--- config.mk ---
export PLATFORM = sky130hd
export DESIGN_NAME = wb_sequencer
export DESIGN_NICKNAME = d
export VERILOG_FILES = /design/src/rtl/wb_sequencer.sv
export SDC_FILE = /design/constraint.sdc
export NUM_CORES = 1
export LEC_CHECK = 0
export ABC_AREA = 1
export CORE_MARGIN = 3
export CORE_UTILIZATION = 37
export DETAILED_ROUTE_END_ITERATION = 10
export GPL_TIMING_DRIVEN = 0
export PLACE_DENSITY = 0.76
export SLEW_MARGIN = 20
export SYNTH_ARGS = -nofsm -noshare
export SYNTH_HDL_FRONTEND = slang
export SYNTH_SLANG_ARGS = --single-unit
--- constraint.sdc ---
create_clock -name clk -period 1.12 [get_ports clk]
set_input_delay 0.224 -clock clk [delete_from_list [all_inputs] [get_ports clk]]
set_output_delay 0.224 -clock clk [all_outputs]
set_load 0.1 [all_outputs]
--- src/rtl/wb_sequencer.sv ---
// wb_sequencer: multi-cycle writeback controller for the 16-bit RISC datapath.
// It accepts one writeback request at a time and drives the 3-way writeback
// mux select. The select values are 00 for the sign-extended immediate, 01 for
// data-memory read data and 10 for store/forward data. A load issues a
// one-cycle memory read and waits for read-valid under a timeout. The
// controller then pulses the register-file write strobe.
//
// Ports:
//   clk, rst         clock (rising edge), synchronous active-high reset
//   req_valid/ready  request handshake; ready is high only in IDLE
//   req_kind         00 immediate, 01 memory load, 10/11 direct data
//   req_rd           destination register
//   req_addr         data-memory address (loads only)
//   mem_rd_en        one-cycle data-memory read strobe
//   mem_addr         data-memory read address, held after the read
//   mem_rd_valid     memory read data valid
//   m5_sel           writeback mux select, held from acceptance to next request
//   rf_we, rf_waddr  one-cycle register-file write strobe and address
//   busy             high whenever the controller is not IDLE
//   timeout_err      one-cycle pulse when a load is aborted
module wb_sequencer #(
  parameter int N       = 16,
  parameter int RF_AW   = 3,
  parameter int TIMEOUT = 15,
  parameter int TW      = 4
) (
  input  logic             clk,
  input  logic             rst,
  input  logic             req_valid,
  output logic             req_ready,
  input  logic [1:0]       req_kind,
  input  logic [RF_AW-1:0] req_rd,
  input  logic [N-1:0]     req_addr,
  output logic             mem_rd_en,
  output logic [N-1:0]     mem_addr,
  input  logic             mem_rd_valid,
  output logic [1:0]       m5_sel,
  output logic             rf_we,
  output logic [RF_AW-1:0] rf_waddr,
  output logic             busy,
  output logic             timeout_err
);

  typedef enum logic [1:0] {
    IDLE     = 2'd0,
    MEM_REQ  = 2'd1,
    MEM_WAIT = 2'd2,
    WRITE    = 2'd3
  } state_t;

  // The wait counter holds the index of the current MEM_WAIT cycle, so the
  // abort fires at the end of the TIMEOUT-th wait cycle.
  localparam logic [TW-1:0] CNT_LAST = TW'(TIMEOUT - 1);

  state_t        state_r;
  logic [TW-1:0] cnt_r;

  // Handshake and status decode straight from the state register.
  assign req_ready = (state_r == IDLE);
  assign busy      = (state_r != IDLE);

  // Controller FSM. The latched kind, rd and addr live directly in the
  // m5_sel, rf_waddr and mem_addr output registers. The strobes are computed
  // from the next state, so they appear in the cycle of the state they
  // belong to.
  always_ff @(posedge clk) begin
    if (rst) begin
      state_r     <= IDLE;
      cnt_r       <= '0;
      m5_sel      <= 2'b00;
      rf_we       <= 1'b0;
      rf_waddr    <= '0;
      mem_rd_en   <= 1'b0;
      mem_addr    <= '0;
      timeout_err <= 1'b0;
    end else begin
      rf_we       <= 1'b0;
      mem_rd_en   <= 1'b0;
      timeout_err <= 1'b0;
      case (state_r)
        IDLE: begin
          if (req_valid) begin
            rf_waddr <= req_rd;
            if (req_kind == 2'b01) begin
              // mem_addr only moves on a load, so it keeps the last read address.
              m5_sel    <= 2'b01;
              mem_addr  <= req_addr;
              mem_rd_en <= 1'b1;
              state_r   <= MEM_REQ;
            end else begin
              // Kinds 10 and 11 both select store/forward data.
              m5_sel  <= (req_kind == 2'b00) ? 2'b00 : 2'b10;
              rf_we   <= 1'b1;
              state_r <= WRITE;
            end
          end else begin
            state_r <= IDLE;
          end
        end
        MEM_REQ: begin
          // Read-valid is not looked at here; the memory answers no earlier
          // than the first wait cycle.
          cnt_r   <= '0;
          state_r <= MEM_WAIT;
        end
        MEM_WAIT: begin
          if (mem_rd_valid) begin
            // Data arriving on the last wait cycle still wins over the abort.
            rf_we   <= 1'b1;
            state_r <= WRITE;
          end else if (cnt_r == CNT_LAST) begin
            timeout_err <= 1'b1;
            state_r     <= IDLE;
          end else begin
            cnt_r   <= cnt_r + TW'(1);
            state_r <= MEM_WAIT;
          end
        end
        WRITE: begin
          state_r <= IDLE;
        end
        default: begin
          state_r <= IDLE;
        end
      endcase
    end
  end

endmodule

Word-level counts from Yosys, hierarchy flattened. Index checks and enable logic that the tools add are counted. W data, S select, Z words.

Word-level logic and storage cells: 44. Output and inout bits: 26. Bits of input ports: 25. Register bits: 30.

Reductions and logical operators: 9. Bitwise gates (word level): 3. Equality and inequality tests: 7. $add $sub $neg: 1. Multiplexer cells: 16.

Operators with widths (number): $mux W2 (6); $mux W4 (2); $pmux W2 S4 (1); $pmux W4 S2 (1); $reduce_and A3 Y1 (2); $reduce_or A3 Y1 (2); $mux W1 (5); $add A4 B1 Y4 const B (1); $eq A2 B1 Y1 const B (2); $eq A2 B2 Y1 const B (2); $eq A4 B4 Y1 const B (1); $logic_not A2 Y1 (2); $ne A2 B2 Y1 const B (2); $reduce_bool A2 Y1 (2); $not A1 Y1 (3); $pmux W1 S2 (1); $reduce_and A2 Y1 (1).

Longest topological paths before layout. Gate-level depths: netlist of run 1.

Depth after elaboration: 4. Gate-level depth with buffers: 8. Gate-level depth less buffers: 8.

Least setup slack after synthesis of run 1. Ideal clock, no wire load.

Kind: reg2out. From: reg state_r[1]. To: out busy. Slack: -0.572 ns. Cell stages (with the launch flop): 3. Required time: 0.896 ns. Buffers on the path: 0. Arrival: 1.468 ns. Path through: dfxtp_1 > nor2_4 > inv_1.

Longest elaborated chain between the ends: 1.

RTL lines: start: declaration (RTL line 55) `state_t state_r;`; start signal: assignment (RTL line 68) `state_r <= IDLE;`; start signal: assignment (RTL line 89) `state_r <= MEM_REQ;`; start signal: assignment (RTL line 94) `state_r <= WRITE;`; $reduce_bool A2 Y1 (RTL line 60) `assign busy = (state_r != IDLE);`; end: declaration (RTL line 40) `output logic busy,`.

Every way passes these cells.

Final worst setup path of run 1.
From: reg state_r[1]. To: reg mem_addr[10].

Longest elaborated chain between the ends: 2.

RTL lines: $logic_not A2 Y1 (RTL line 80) `case (state_r)`; $reduce_and A3 Y1 (no line); end signal: assignment (RTL line 87) `mem_addr <= req_addr;`; end: declaration (RTL line 35) `output logic [N-1:0] mem_addr,`.

Every way passes these cells. A chain may end at the register's enable or synchronous reset.

==> results of run 1 <==
[kinds of logic (layout without fill, tap and decap cells)]
kind of cell / Yosys count / after routing / share of synthesized area
AO/OA/AOI/OAI: 29 / 29 / 0.128
adder cells (fa/ha/maj): 2 / 2 / 0.0208
buffers and inverters: 18 / 90 / 0.0708
flip-flops: 30 / 30 / 0.499
AND/OR/NAND/NOR: 72 / 72 / 0.281
[cells in the mapped netlist]
library cell / number / area (sq um)
a21oi_2: 1 / 8.76
ha_1: 2 / 25.0
nor2_1: 36 / 135
nor2_8: 1 / 20.0
nand3_2: 1 / 10.0
nor4_1: 1 / 6.26
inv_4: 1 / 6.26
buf_1: 1 / 3.75
inv_1: 12 / 45.0
nand2_2: 1 / 6.26
nand2_1: 18 / 67.6
o21ai_0: 18 / 90.1
nor2_4: 1 / 11.3
nand3_1: 4 / 20.0
buf_6: 2 / 22.5
o21ai_1: 2 / 10.0
clkbuf_1: 2 / 7.51
o21a_1: 1 / 7.51
nor2_2: 8 / 50.1
dfxtp_1: 30 / 601
a211oi_1: 1 / 7.51
a21oi_1: 6 / 30.0
nand2_4: 1 / 11.3
[stage by stage]
step | setup slack, ns | hold WS, ns | setup TNS [ns] | instances | power, mW
2_1_floorplan | -0.563 | 0.294 | -11.33 | 151 | 1.92
3_3_place_gp | -0.719 | 0.429 | -22.94 | 245 | 2.17
3_5_place_dp | -0.733 | 0.451 | -23.92 | 245 | 2.19
4_1_cts | -0.189 | 0.422 | -3.54 | 264 | 3.15
5_1_grt | -0.269 | 0.458 | -6.73 | 267 | 3.32
6_report | -0.221 | 0.425 | -4.77 | 267 | 3.22
[worst register-to-register path, cell delays in order, from the launching register on]
cell and delay [ns]:
dfxtp_4 0.37, nor2_4 0.16, buf_6 0.12, nand2_4 0.07, nor2_8 0.18, inv_6 0.06
buf_12 0.15, nor2_2 0.07, nor2_1 0.05
[repair_timing]
action	in CTS	in global routing
setup buffers	11	2
pin swaps	10	15
hold buffers	0	0
resized for setup	251	32
setup endpoints to repair	48	55
gates cloned	0	1
[flip-flops by register name, summed over array words and instances, names as in the netlist]
| register | cells |
|---|---|
| mem_rd_en | 1 |
| timeout_err | 1 |
| rf_waddr | 3 |
| cnt_r | 4 |
| m5_sel | 2 |
| state_r | 2 |
| mem_addr | 16 |
| rf_we | 1 |
[cell usage in the layout (no fill, tap or decap), types with 7 or more instances in the layout]
cell             Yosys  layout
o21ai_0             18      10
buf_12               0      27
a21oi_2              1       7
dfxtp_2              0      25
nor2_1              36      29
buf_4                0       9
inv_1               12       8
o21ai_1              2       8
nand2_1             18      14
clkdlybuf4s50_1      0      24
nor2_2               8      11
[final cells by class]
cell class	instances	area, sq um	area share
Multi-Input combinational cell	103	651	0.271
Clock buffer	7	55.1	0.0230
Tap cell	44	55.1	0.0230
Inverter	13	56.3	0.0235
Timing Repair Buffer	64	888	0.370
Clock inverter	1	5.00	0.00209
Sequential cell	30	643	0.268
Buffer	5	45.0	0.0188
[power by group]
group / leakage, nW / internal (mW) / switching, mW / total [mW]
clock: 0.0353 / 0.304 / 0.405 / 0.709
sequential: 0.258 / 1.15 / 0.0733 / 1.22
combinational: 0.695 / 0.492 / 0.792 / 1.28
total: 0.988 / 1.94 / 1.27 / 3.22
[final timing paths]
| kind | endpoint | slack (ns) | from | cells past startpoint |
|---|---|---|---|---|
| setup / recovery | mem_addr[10] | -0.22 | state_r[1] | 8 |
| hold / removal | m5_sel[1] | 0.42 | req_kind[1] | 3 |
| setup reg to reg | mem_addr[10] | -0.22 | state_r[1] | 8 |
| hold reg to reg | cnt_r[3] | 0.51 | cnt_r[3] | 2 |
[per-layer routing]
| metal | track usage | wire length (um) |
|---|---|---|
| met2 | 0.349 | 2040 |
| met5 | 0 | 0 |
| met1 | 0.191 | 1410 |
| met3 | 0.0522 | 221 |
| met4 | 0.149 | 174 |
==> results.cfg, run 1 <==
[synth]
synth_fp_nets = 178
yosysWarnings = 0
ys_ff_latch = 30
synth_cells = 151
synth-seq-area-share = 0.499
syn_area_sq_um = 1200
synth_cell_types = 23
synth_area_per_cell_sq_um = 7.96

[timing]
rsz0062_at_grt = yes
finalSetupViolations = 36
fin_crit_ns = 1.34
finalMaxSlewViolations = 0
fin_crit_sh = 1.20
fin_skew_ns = 0.0128
fin_ws_ns = -0.221
hold_viol = 0
timing.fmax_ghz = 0.746
slew_headroom = 0.750
worst_slew_pin_slew_ns = 0.375

[layout]
fin_util = 0.779
n_antenna_cell = 0
fin_nets = 249
design_area_sq_um = 2400
area_delta_synth_final_pct = 99.5
layout-drive-gt1-share = 0.543
n_fill_cell = 190

[place]
dpl_cell_area_sq_um = 1810
gp_congestion = 0.758
portBuffers = 50
dpl.hpwl_um = 2270

[die]
rows = 20
start_util = 0.391
core_area_sq_um = 3080
die_y_um = 63.0
fp.dieW_um = 63.0
dieArea_sq_um = 3970
io_pins = 51

[cts]
numCtsBuffers = 5
clk_pin_slew_ns = 0.10
root_buffer = clkbuf_4
cts_tree = done
cts_sinks = 30
clockBufferDepth = 2
cts_htree_levels = 2
insertion_delay_ns = 0.35

[status]
violations = setup timing
status = complete, but fails checks

[drt]
drc_errors = 0
drtIter0Drc = 78
totalWireLength_um = 3840
via_per_inst = 4.85
drtPass1Iterations = 4
ant_nets = 0
via_count = 1294
wl_per_cell_um = 14.4

[pwr]
powerDensity_nw_per_um2 = 1340
vdd.ir_drop.worst_mv = 0.969
total_leakage_power_nw = 0.988

[global_routing]
grt_pass1_vias = 1340
grt_max_degree = 11
grt_use_total = 0.196
grt_antenna_before_repair = 0
grt_pass1_wl_um = 5980
grt_overflow = 0

[worst_setup_path]
crit_fanout = 10
critical-path-top-delay-family = simple AND/OR/NAND/NOR gates
slowest_stage = dfxtp_4
cp.required_ns = 1.36
crit_chain = nor2_4 > buf_6 > nand2_4 > nor2_8 > inv_6 > buf_12 > nor2_2 > nor2_1
critPathLaunchType = flip-flop
worstPathArrival_ns = 1.58
critPathKind = flip-flop to flip-flop
crit_path_end_kind = flip-flop
path_buf_inv = 3
slowest_delay_ns = 0.37

[worst_hold_path]
hold_path_class = primary input to flip-flop

[run]
maxCapViolations = 0
No activity file was read; power rests on OpenSTA's default activity.
==> run 2, diff against run 1 <==
- ABC_AREA: 1 -> default
- GPL_TIMING_DRIVEN: 0 -> default
- PLACE_DENSITY: 0.76 -> default
- PLACE_DENSITY_LB_ADDON: default -> 0.3
==> run 2 against run 1 <==
The run still ends with setup timing left. Via count is 7.4% lower. Critical path depth decreased by 5. First-iteration DRC count shrank 33%. Total power down 16%. Combinational power decreased by 25%. Clock skew is essentially flat. Worst setup slack lost 0.082 ns. Flip-flop and latch count unchanged. Hold slack gained 0.014 ns. Die area down 0.84%. Clock-buffer cell count fell by 2. Critical endpoint is now req_ready. Largest power group is now registers. Highest routed layer unchanged.
==> results.cfg, run 2 <==
[place]
portBuffers = 50
dpl_cell_area_sq_um = 2140
dpl.hpwl_um = 2470
gp_congestion = 0.797

[status]
violations = setup timing
status = complete, but fails checks

[global_routing]
grt_overflow = 0
grt_pass1_vias = 1243
grt_max_degree = 19
grt_pass1_wl_um = 5750
grt_use_total = 0.183
grt_antenna_before_repair = 0

[layout]
largest_reg_flops = 16
top_regs = mem_addr: 16 flops, cnt_r: 4 flops, rf_waddr: 3 flops
fin_nets = 234
regMostFlops = mem_addr
design_area_sq_um = 2360
layout-drive-gt1-share = 0.512
multi_input_area_sq_um = 654
regArea_sq_um = 642
final_cell_mix = nand2_1 (36), dfxtp_2 (27), buf_12 (27)
area_delta_synth_final_pct = 97.9
final_common_cell = nand2_1
n_fill_cell = 178
n_antenna_cell = 0
fin_util = 0.813

[drt]
totalWireLength_um = 3590
via_count = 1198
wl_per_cell_um = 14.4
drtIter0Drc = 52
via_per_inst = 4.81
drc_errors = 0
drtPass1Iterations = 4
ant_nets = 0

[timing]
rsz0062_at_grt = yes
fin_skew_ns = 0.0128
fin_ws_ns = -0.303
fin_crit_sh = 1.27
finalSetupViolations = 28
hold_viol = 0
timing.fmax_ghz = 0.703
finalMaxSlewViolations = 0
fin_crit_ns = 1.42
slew_headroom = 0.838
worst_slew_pin_slew_ns = 0.243

[worst_setup_path]
cp.required_ns = 0.90
crit_fanout = 2
rrSetupSlack_ns = -0.28
reg2reg_to = mem_addr[4]
r2r_start = state_r[1]
critPathKind = flip-flop to output pin
worstPathArrival_ns = 1.20
crit_path_end_kind = output pin
critPathLaunchType = flip-flop
worst-r2r-cell-count = 6

[die]
core_area_sq_um = 2900
io_pins = 51
fp.dieW_um = 62.7
start_util = 0.411
die_y_um = 62.7
dieArea_sq_um = 3940
rows = 19

[synth]
synth_cell_types = 25
yosysWarnings = 0
ys_ff_latch = 30
yosys-top-cells-count = nand2_1 (36), dfxtp_1 (30), a21oi_1 (18)
synth-seq-area-share = 0.504
synth-edff-count = 0
yosysMostFrequentCell = nand2_1
yosysTopAreaCellShare = 0.504
synth_fp_nets = 166
synthArstFlopShare = 0
yosysTopAreaCell = dfxtp_1
synth_ff_type = dfxtp_1
synth_area_per_cell_sq_um = 8.57
synth_cells = 139
syn_area_sq_um = 1190
synthTopCellsByArea = dfxtp_1 (50%), nand2_1 (11%), a21oi_1 (7.6%)

[pwr]
vdd.ir_drop.worst_mv = 0.847
powerDensity_nw_per_um2 = 1150
total_leakage_power_nw = 0.907

[cts]
cts_htree_levels = 2
cts_tree = done
clockBufferDepth = 2
cts_sinks = 30
cts-hold-fix-buffers = 0
numCtsBuffers = 5
insertion_delay_ns = 0.32
root_buffer = clkbuf_4
clk_pin_slew_ns = 0.09

[worst_hold_path]
whs_path_depth = 3
hold_end = mem_addr[7]
hold_path_class = primary input to flip-flop
min-delay-start = req_addr[7]

[run]
maxCapViolations = 0
[run 2: cell count changes after synthesis, moves of 8 or more]
cell     delta
a21oi_1    +12
inv_1      -10
nand2_1    +18
nor2_1     -24
nor2_2      -8
o21ai_0    -18
[run 2: worst max-delay path by stage]
stage | start | endpoint | slack (ns) | cells past startpoint
after floorplan | state_r[1] | req_ready | -0.40 | 3
after global placement | mem_rd_valid | cnt_r[3] | -0.40 | 5
after detailed placement | mem_rd_valid | cnt_r[3] | -0.51 | 5
after CTS | state_r[1] | req_ready | -0.31 | 3
after global routing | state_r[1] | req_ready | -0.36 | 3
final | state_r[1] | req_ready | -0.30 | 3
[run 2: worst max-delay path, cell delays in order, from the launching register on]
cell,delay [ns]
dfxtp_4,0.36
or2_4,0.27
clkinvlp_4,0.08
buf_12,0.16
[run 2: cell families after synthesis]
kind of cell,count (synthesis),share of synthesized area
adder cells (fa/ha/maj),2,0.0210
AO/OA/AOI/OAI,23,0.106
buffers and inverters,11,0.0483
flip-flops,30,0.504
multiplexers,7,0.0620
AND/OR/NAND/NOR,66,0.258
[run 2: power by group]
part / internal [mW] / leakage [nW] / switching [mW]
sequential: 1.12 / 0.258 / 0.0459
combinational: 0.411 / 0.618 / 0.545
clock: 0.225 / 0.0308 / 0.355
[run 2: routing by layer]
layer / up-vias / part of all wire / track usage
li1: 593 / - / -
met5: - / 0 / 0
met1: 558 / 0.39 / 0.192
met4: 0 / 0.012 / 0.0716
met2: 41 / 0.54 / 0.340
met3: 6 / 0.055 / 0.0522
[run 2: through the flow]
stage / power, mW / TNS [ns] / hold slack [ns] / setup slack (ns) / std cells
final: 2.70 / -6.43 / 0.438 / -0.303 / 249
after global placement: 2.04 / -9.56 / 0.464 / -0.399 / 236
after CTS: 2.70 / -5.19 / 0.428 / -0.311 / 249
after global routing: 2.84 / -7.95 / 0.427 / -0.357 / 249
after detailed placement: 2.06 / -10.57 / 0.469 / -0.515 / 236
after floorplan: 1.71 / -4.25 / 0.352 / -0.400 / 139
[run 2: repair_timing]
item | 4_1_cts | 5_1_grt
gates resized for setup | 22 | 11
pin swaps | 6 | 5
setup endpoints to repair | 27 | 46
setup buffers | 5 | 0
gates cloned | 1 | 0
[run 2: layout make-up]
cell class | count | share of cell area
Multi-Input combinational cell | 98 | 0.278
Sequential cell | 30 | 0.272
Clock inverter | 2 | 0.00425
Clock buffer | 5 | 0.0159
Timing Repair Buffer | 70 | 0.403
Tap cell | 42 | 0.0223
Inverter | 2 | 0.00478
==> run 3, diff against run 2 <==
- CORE_UTILIZATION: 37 -> 38
- CTS_BUF_LIST: default -> sky130_fd_sc_hd__clkbuf_4
- SKIP_LAST_GASP: default -> 1
- clock period: 1.12 -> 1.45 ns (I/O delays scaled with it)
==> run 3 against run 2 <==
The flow still finishes with violations (setup timing). Die area fell by 2.4%. Clock-buffer cell count did not move. Critical endpoint unchanged. Non-clock buffer count fell by 8. Cell count fell by 2.8%.
==> results.cfg, run 3 (synthesis gave the netlist of run 2 again) <==
[place]
preCtsSetupSlack_ns = -0.232
dpl.hpwl_um = 2310
gp_congestion = 0.741
place_inst = 231
portBuffers = 50

[cts]
cts-hold-fix-buffers = 0
clockBufferDepth = 2
root_buffer = clkbuf_4
cts_tree = done
clk_pin_slew_ns = 0.09
insertion_delay_ns = 0.34
numCtsBuffers = 5
cts_htree_levels = 2
cts_sinks = 30

[layout]
area_delta_synth_final_pct = 78.8
regArea_sq_um = 608
finalNonFillerCells = 242
n_fill_cell = 202
final_cell_mix = nand2_1 (36), dfxtp_1 (28), buf_12 (27)
largest_reg_flops = 16
fin_util = 0.740
layout-drive-gt1-share = 0.265
fin_nets = 226
final_common_cell = nand2_1
multi_input_area_sq_um = 546
top_regs = mem_addr: 16 flops, cnt_r: 4 flops, rf_waddr: 3 flops
regMostFlops = mem_addr
n_antenna_cell = 0

[die]
fp.dieW_um = 62.0
dieArea_sq_um = 3840
start_util = 0.414
die_y_um = 62.0
io_pins = 51
rows = 19
core_area_sq_um = 2880

[drt]
drtPass1Iterations = 2
totalWireLength_um = 3090
via_per_inst = 4.76
ant_nets = 0
drtIter0Drc = 61
via_count = 1152
drc_errors = 0
wl_per_cell_um = 12.7

[pwr]
p_sw_frac = 0.350
total_leakage_power_nw = 0.812
finalPower_mw = 2.02
pwr-share-clk = 0.224
vdd.ir_drop.worst_mv = 0.636
power.share.sequential = 0.442
combPwrFrac = 0.333
p_int_mw = 1.31
powerDensity_nw_per_um2 = 947
power_switching_uw = 706

[worst_setup_path]
crit_fanout = 2
slowest_delay_ns = 0.35
worstPathArrival_ns = 1.20
critPathLaunch = state_r[0]
slowest_stage = dfxtp_4
crit_chain = or2_4 > clkinvlp_4 > buf_12
cp.required_ns = 1.16
crit_path_end_kind = output pin
rrSetupSlack_ns = -0.01
critPathKind = flip-flop to output pin
r2r_start = state_r[0]
path_buf_inv = 2
critPathLaunchType = flip-flop
critical-path-top-delay-family = flip-flops

[timing]
fin_ws_ns = -0.0409
finalSetupViolations = 2
rsz0062_at_grt = yes
timing.fmax_ghz = 0.671
finalMaxSlewViolations = 0
fin_crit_ns = 1.49
hold_viol = 0
fin_crit_sh = 1.03
worst_slew_pin_slew_ns = 0.191
setup_tns_ns = -0.0515
slew_headroom = 0.872
fin_skew_ns = 0.00834

[run]
maxCapViolations = 0

[global_routing]
grt_antenna_before_repair = 0
grt_pass1_wl_um = 4820
grt_pass1_vias = 1123
grt_use_total = 0.177
grt_max_degree = 17
grt_overflow = 0

[worst_hold_path]
min-delay-start = req_addr[0]
hold_path_class = primary input to flip-flop

[status]
status = complete, but fails checks
violations = setup timing
==> run 3: what timing repair did <==
item,CTS,global route
cloned,0,0
buffers inserted,2,1
endpoints found under the setup margin,3,2
pin swaps,0,1
resized for setup,4,1
==> run 3: routing by layer <==
metal  track usage  part of all wire  up-vias
li1              -                 -      573
met1         0.192              0.39      534
met2         0.287              0.52       36
met3        0.0517             0.068        9
met4         0.136             0.026        0
met5             0                 0        -
==> run 3: cell type report <==
| cell class | instances | area share |
|---|---|---|
| clock inverters | 3 | 0.00529 |
| multi-input cells | 98 | 0.256 |
| clock buffers | 5 | 0.0176 |
| inverters | 2 | 0.00529 |
| flip-flops and latches | 30 | 0.286 |
| repair buffers | 62 | 0.405 |
| well taps | 42 | 0.0247 |
==> run 3: worst paths after layout <==
path                        to  depth (start not counted)
setup reg to reg      cnt_r[3]                          5
hold reg to reg   mem_addr[14]                          2
setup / recovery     req_ready                          3
hold / removal     mem_addr[0]                          3
==> run 3: power by group through the flow <==
stage / clock network (mW) / logic, mW / registers [mW]
after floorplan: 0 / 0.211 / 1.09
after global placement: 0 / 0.633 / 0.922
after detailed placement: 0 / 0.644 / 0.925
after CTS: 0.466 / 0.671 / 0.892
after global routing: 0.496 / 0.702 / 0.897
final: 0.452 / 0.672 / 0.892
==> run 3: per-stage QoR <==
step | hold slack (ns) | area (sq um)
after global routing | 0.500 | 2130
after global placement | 0.479 | 2040
final | 0.492 | 2130
after detailed placement | 0.487 | 2040
after floorplan | 0.426 | 1210
after CTS | 0.480 | 2120
==> run 3: worst register-to-register path: cells and delay by family (launching register included) <==
family	cells	cell delay, ns
and+or+nand+nor	3	0.73
DFF	1	0.35
AOI/OAI and AO/OA	1	0.15
buffers and inverters	1	0.16
